File: src/rtl/audio_mix_seq.sv
// Time-multiplexed 11-slot audio mixer: per-slot L/R 4-bit gains, one shared MAC, saturating output.
// Optional: define AUDIO_MIX_RSOUND_EN to mix the second AY (slots 7-9); otherwise those are skipped.
module audio_mix_seq #(
    parameter int unsigned ACC_W = 17
) (
    input  logic        clk24,
    input  logic        reset,
    input  logic        sample_ce,
    input  logic [3:0]  pulses,
    input  logic [7:0]  ay_soundA,
    input  logic [7:0]  ay_soundB,
    input  logic [7:0]  ay_soundC,
    input  logic [7:0]  rs_soundA,
    input  logic [7:0]  rs_soundB,
    input  logic [7:0]  rs_soundC,
    input  logic [7:0]  covox,
    input  logic        gain_we,
    input  logic [3:0]  gain_addr,
    input  logic [7:0]  gain_data,
    output logic [15:0] o_left,
    output logic [15:0] o_right,
    output logic        o_valid,
    output logic        o_busy,
    output logic        o_overrun
);
    localparam int unsigned NSLOT = 11;

    typedef enum logic [1:0] {StIdle, StLatch, StAccum, StOut} state_e;

    state_e           state;
    logic [3:0]       slot;
    logic [7:0]       src  [NSLOT];
    logic [7:0]       gain [NSLOT];
    logic [ACC_W-1:0] acc_l;
    logic [ACC_W-1:0] acc_r;

    logic [7:0]       cur_src;
    logic [7:0]       cur_gain;
    logic [11:0]      prod_l;
    logic [11:0]      prod_r;
    logic [3:0]       slot_next;
    logic [ACC_W:0]   dbl_l;
    logic [ACC_W:0]   dbl_r;

    function automatic logic [7:0] default_gain(input int unsigned idx);
        case (idx)
            4, 7:    return 8'h80;
            6, 9:    return 8'h08;
            default: return 8'h44;
        endcase
    endfunction

    always_comb begin
        cur_src  = src[slot];
        cur_gain = gain[slot];
        prod_l   = 12'(cur_src) * 12'(cur_gain[7:4]);
        prod_r   = 12'(cur_src) * 12'(cur_gain[3:0]);
`ifdef AUDIO_MIX_RSOUND_EN
        slot_next = slot + 4'd1;
`else
        slot_next = (slot == 4'd6) ? 4'd10 : slot + 4'd1;
`endif
        dbl_l = {acc_l, 1'b0};
        dbl_r = {acc_r, 1'b0};
    end

    always_ff @(posedge clk24) begin
        if (reset) begin
            state     <= StIdle;
            slot      <= 4'd0;
            acc_l     <= '0;
            acc_r     <= '0;
            o_left    <= 16'h8000;
            o_right   <= 16'h8000;
            o_valid   <= 1'b0;
            o_busy    <= 1'b0;
            o_overrun <= 1'b0;
            for (int i = 0; i < NSLOT; i++) begin
                gain[i] <= default_gain(i);
                src[i]  <= 8'h00;
            end
        end else begin
            o_valid   <= 1'b0;
            o_overrun <= sample_ce && (state != StIdle);
            // Busy stays up through the o_valid cycle (state is OUT on the edge before it).
            o_busy    <= (state != StIdle) || sample_ce;

            // A same-cycle ACCUM read sees the old entry; the write lands at this edge.
            if (gain_we && (gain_addr < 4'(NSLOT))) begin
                gain[gain_addr] <= gain_data;
            end

            case (state)
                StIdle: begin
                    if (sample_ce) state <= StLatch;
                end
                StLatch: begin
                    for (int i = 0; i < 4; i++) src[i] <= {8{pulses[i]}};
                    src[4]  <= ay_soundA;
                    src[5]  <= ay_soundB;
                    src[6]  <= ay_soundC;
                    src[7]  <= rs_soundA;
                    src[8]  <= rs_soundB;
                    src[9]  <= rs_soundC;
                    src[10] <= covox;
                    acc_l   <= '0;
                    acc_r   <= '0;
                    slot    <= 4'd0;
                    state   <= StAccum;
                end
                StAccum: begin
                    acc_l <= acc_l + ACC_W'(prod_l);
                    acc_r <= acc_r + ACC_W'(prod_r);
                    slot  <= slot_next;
                    if (slot == 4'd10) state <= StOut;
                end
                StOut: begin
                    o_left  <= (|dbl_l[ACC_W:16]) ? 16'hFFFF : dbl_l[15:0];
                    o_right <= (|dbl_r[ACC_W:16]) ? 16'hFFFF : dbl_r[15:0];
                    o_valid <= 1'b1;
                    state   <= StIdle;
                end
                default: state <= StIdle;
            endcase
        end
    end
endmodule

File: config.mk
export PLATFORM = sky130hd
export DESIGN_NAME = audio_mix_seq
export DESIGN_NICKNAME = d
export VERILOG_FILES = /design/src/rtl/audio_mix_seq.sv
export SDC_FILE = /design/constraint.sdc
export NUM_CORES = 1
export LEC_CHECK = 0
export ABC_AREA = 1
export BUFFER_PORTS_ARGS = -buffer_cell sky130_fd_sc_hd__buf_2
export CAP_MARGIN = 20
export CORE_ASPECT_RATIO = 1.1
export CORE_MARGIN = 2
export CORE_UTILIZATION = 40
export DETAILED_ROUTE_END_ITERATION = 12
export PLACE_DENSITY = 0.68
export REMOVE_ABC_BUFFERS = 1
export SYNTH_ARGS = -nofsm -noshare
export SYNTH_HDL_FRONTEND = slang
export SYNTH_SLANG_ARGS = --single-unit
export TNS_END_PERCENT = 30
File: constraint.sdc
create_clock -name clk24 -period 9.6 [get_ports clk24]
set_clock_uncertainty 0.1 [all_clocks]
set_input_delay 0.96 -clock clk24 [delete_from_list [all_inputs] [get_ports clk24]]
set_output_delay 0.96 -clock clk24 [all_outputs]
set_load 0.02 [all_outputs]
# == Word level (Yosys, flattened, before mapping) ==
# Memories as Yosys holds them, arrays and structs flattened. A register that Yosys moved wholly into a read port is not among the register bits.
# Index checks and enable logic that the tools add are counted.
# word_totals
ff_bits,75
ram_bits,176
out_inout_bits,35
wordCells,84
mem_count,2
# mem_list
memory,words,word_bits,read_ports,rd_ports_with_merged_regs,wr,line,rtl
gain,11,8,1,1,11,33,logic [7:0] gain [NSLOT];
src,11,8,1,1,11,32,logic [7:0] src [NSLOT];
# classes
add_sub_neg,3
mul,2
order_cmp,1
n_eq_ne,7
mux,39
bitwise_logic,11
reduce_logical,10
# op_table
cell,count
$mux 8,15
$pmux 17 s2,2
$add 17x12->17,2
$mux 16,2
$mul 8x4->12,2
$mux 4,6
$or 1x1->1,11
$mux 1,10
$pmux 2 s4,1
$pmux 4 s2,1
$reduce_or 8->1,1
$add 4x1->4 const B,1
$eq 2x2->1 const B,2
$eq 4x3->1 const B,1
$eq 4x4->1 const B,1
$lt 4x4->1 const B,1
$mux 2,2
$ne 2x2->1 const B,2
$reduce_bool 2->1,2
$reduce_or 2->1,2
$eq 2x1->1 const B,1
$logic_and 1x1->1,2
$logic_not 2->1,1
$reduce_and 2->1,1
$logic_or 1x1->1,1

# == Longest topological paths before layout ==
# logic_depth
depth_word,7
mapped_depth,27

# == Worst setup path before layout ==
# Ideal clock, no wire load.
# synth_timing
kind,register to register
startpoint,reg with a tool-made name
endpoint,reg acc_l[7]
setup_ns,0.132
arrival_time_ns,3.836
path_slack_ns,5.532
stages_incl_launch_ff,24
path_buffers,1
period_less_slack_ns,4.068
cell_sequence,dfxtp_1 -> inv_2 -> buf_4 -> o21ai_0 -> o21ai_1 -> nand2_1 -> nand2_1 -> nand2_1 -> o21ai_2 -> nand2_1 -> inv_1 -> fa_1 -> fa_1 -> inv_1 -> fa_1 -> inv_1 -> ha_1 -> nand2_1 -> nand3_1 -> nand2_1 -> nand2_1 -> or2_2 -> nand2_1 -> a21oi_1
# synth_rtl
element,line,rtl
"end signal, assigned",112,acc_l <= acc_l + ACC_W'(prod_l);
"end, declared",34,logic [ACC_W-1:0] acc_l;

==> run summary <==
For the pin with the worst max-slew slack, the measured transition is roughly 0.98 ns. The largest net degree at the start of global routing is 89. The post-route netlist has a little over a tenth of its cells at a drive strength greater than 1. The tree is rooted in a clkbuf_16. For this run, the total global-route usage over all layers was measured as 18.16%. In this run the vertical extent of the chip is 206.0 um. The wire length reported by the detailed router is 35240 um. The met2 routing resource usage after global routing is 33.51%. The met3 track demand over resource in global routing is around 2.7%.

The clock passes through at most 3 buffers. The post-cts resize count is 0. The minimum setup slack in the final design came out at 4.151 ns. The number of warnings issued by yosys came out at 0.

The category of the critical setup timing path is reg2reg. The growth of design area from synthesis to finish came out at 13.45%. TritonCTS built the clock tree. The leakage power of the design came out at approximately 7.9 nW. The width of the die is 187.6 um.

The synthesized area is 14830 um2. The run finished with clean final reports. The number of antenna violations at the first check in global routing is 0. The global routing stage identified its most utilized layer as met2.

Buffers added to address setup during post-CTS repair amount to 0. The number of flip-flops and latches in the synthesized netlist is 267. approximately 110 I/O pins were placed. The placer's final routability congestion estimate came out at just over 0.8. The initial utilization of the core area, before any placement, comes to approximately two fifths. The max-cap check violation count is 0. Setup repair after global routing left no endpoint under its margin. The total core area is 36350 um2. The remaining global-route overflow is 0. TritonCTS created 29 clock buffers. The flop-to-flop setup slack is 4.15 ns. The via count of the first global-routing pass is roughly 11000. The data arrival time of the critical path came out at 5.80 ns. The critical path's slowest cell is buf_4. The worst setup path is captured at a flop. The number of hold violations in the final report came out at 0.

The count of standard-cell rows came out at 73. The first global-routing pass estimated 56930 um of wire. The number of remaining DRC errors is 0.

In this run the worst path has a maximum fanout of 62. The vias per cell is 4.878. The first-iteration detailed-routing DRC count came out at 740. The sink count of the clock tree is about 270.

The met1 usage is 22.17%. Counting both buffers and inverters, the worst setup path holds a total of 3. The iteration count of the initial detailed-routing pass came out at 5. The clock insertion delay at the later pin of the skew report came out at ~0.57 ns.

The post-route fraction of the period consumed by the critical path came out at 56.76%. The total number of vias came out at 11790. The repair_antennas step left the layout with diodes totalling 0. The data required time of the worst path came out at 9.95 ns. After clock tree synthesis, the clock-pin slew on the worst setup and hold paths is 0.06 ns. The net count of the finished layout came out at 2076.

The half-perimeter wire length of the detailed placement result came out at around 25000 um. The floorplan step defined a die boundary enclosing 38630 um2. STA classifies the critical path startpoint as a flop. The classification of the worst-slack hold path is reg2reg. The setup TNS after final layout is 0 ns. For this design the ratio of total power to cell area is between 200 and 300 nW/um2. The cell with the most instances on the worst path is nand2_1. Among cell families on the critical path, the largest total delay comes from adder cells. The gate count of the mapped netlist is 1785. In this run the tool buffered the top-level ports with 110 buffer cells. The time the final worst path needs with I/O delays and setup came out at 5.449 ns.

The final antenna-violating net count is 0. The critical path goes through inv_2, buf_4, o21ai_0, o21ai_1, nand2_1, nand2_1, nand2_1, o21ai_2, nand2_1, fa_1, fa_1, fa_1, inv_1, ha_1, nand2_1, nor2_1, nand2_1, nand3_1, nand3_1, nand2_1, nand2_1, nand2_1, a21oi_1. The largest incremental delay on the critical path is between 0.6 and 0.7 ns.

The relative slew slack came out at 34.78%. The proportion of netlist area held by the largest area contributor is about 36%. The worst slack at placement came out at 4.114 ns.

The final-report setup violation count came out at 0. Sorting the synthesized cells by area gives the leading types as edfxtp_1 (36%), dfxtp_1 (12%), nand2_1 (8.7%). The worst voltage drop across the vdd grid is 0.2098 mV. The number of max-slew violations in the final report came to 0. The number of H-tree levels is 1. The final routed wire length divided by cell count is 14.58 um. The netlist uses 41 different library cells. Summed over all instances, the cell type with the most area after synthesis is edfxtp_1. The maximum clock frequency came out at between 0.15 and 0.2 GHz.

The mean cell area of the mapped netlist is 8.308 um2. Sequential elements use 48.19% of the synthesized area. The hold buffer count at cts came out at 0.
layout make-up:
type,instances,area (um2)
inverter,333,1250
sequential,267,7149
multi-input combinational,1155,6254
timing repair buffer,122,640.6
clock inverter,13,105.1
tap,487,609.3
fill,3600,19530
clock buffer,40,817.0
logic make-up (layout without fill, tap and decap cells):
| family | Yosys count | in the layout | synth area share (%) |
|---|---|---|---|
| fa+ha+maj | 92 | 92 | 9.888 |
| mux | 5 | 5 | 0.3375 |
| buf+inv | 402 | 508 | 10.63 |
| compound gates | 278 | 278 | 10.71 |
| other cells | 1 | 40 | 0.02529 |
| simple gates | 739 | 739 | 20.16 |
| xor+xnor | 1 | 1 | 0.05907 |
| flops | 267 | 267 | 48.19 |
per-stage QoR:
step	power [W]	std cells	hold slack [ns]	instance area, um2	utilization, %
floorplan	0.003247	1755	0.3349	14650	-
global placement	0.003809	2363	0.3456	15900	43.73
detailed placement	0.003870	2364	0.3532	15900	43.75
CTS	0.004963	2417	0.3620	16820	46.28
global route	0.005379	2417	0.3802	16820	46.28
finish	0.004939	2417	0.3621	16820	46.28
cell usage after synthesis (all sizes together):
master and instances:
o21ai 125, inv 330, o21bai 1, a2bb2oi 3, a31oi 2, ha 50
o211ai 33, o21a 3, o221ai 14, nand2 354, nor2b 1, edfxtp 180
a21oi 95, nor2 291, clkbuf 41, xor2 1, conb 1, o31ai 1
dfxtp 87, or2 4, nand4 8, nand3 67, buf 28, nand3b 7
nor3 3, fa 42, mux2i 5, clkinv 3, and2 4, o22ai 1
where the power goes:
| group | internal [W] | switching [W] | total (W) |
|---|---|---|---|
| combinational | 0.000793 | 0.00162 | 0.00242 |
| clock | 0.000621 | 0.000463 | 0.00108 |
| sequential | 0.00138 | 0.0000548 | 0.00144 |
| total | 0.00280 | 0.00214 | 0.00494 |
placed cells by master, fill, tap and decap left out, drive strengths merged, types with 4 or more instances in the layout:
cell type / count
edfxtp: 180
mux2i: 5
ha: 50
and2: 4
o211ai: 33
nor2: 291
o21ai: 125
nand4: 8
conb: 40
fa: 42
clkinv: 14
or2: 4
o221ai: 14
inv: 331
clkbuf: 40
nand3: 67
nand2: 354
nand3b: 7
dfxtp: 87
a21oi: 95
buf: 122
worst paths after layout:
path	from	endpoint	depth (start not counted)
setup / recovery	flop	acc_r[15]$_SDFFE_PP0N_	23
hold / removal	o_left[0]$_SDFFE_PP0P_	o_left[0]$_SDFFE_PP0P_	2
setup reg to reg	flop	acc_r[15]$_SDFFE_PP0N_	23
hold reg to reg	o_left[0]$_SDFFE_PP0P_	o_left[0]$_SDFFE_PP0P_	2
state kept, by name, summed over array words and instances (netlist names), named ones only:
name and count:
slot 4, o_busy 1, state 2, acc_l 17
o_valid 1, gain 128, src 60, acc_r 17
o_overrun 1, o_left 16, o_right 16
per-layer routing:
metal,vias up,share of wire (%),routed length [um]
met3,61,5.1,1781
li1,5892,-,-
met2,273,50,17510
met4,0,2.3,796
met1,5565,43,15150
met5,-,0,0
worst min-delay path: stages, from the launching register on:
cell and delay, ns:
dfxtp_1 0.30, nand2_1 0.06, a21oi_1 0.05
Note: power is estimated with default switching activity, not from simulation.
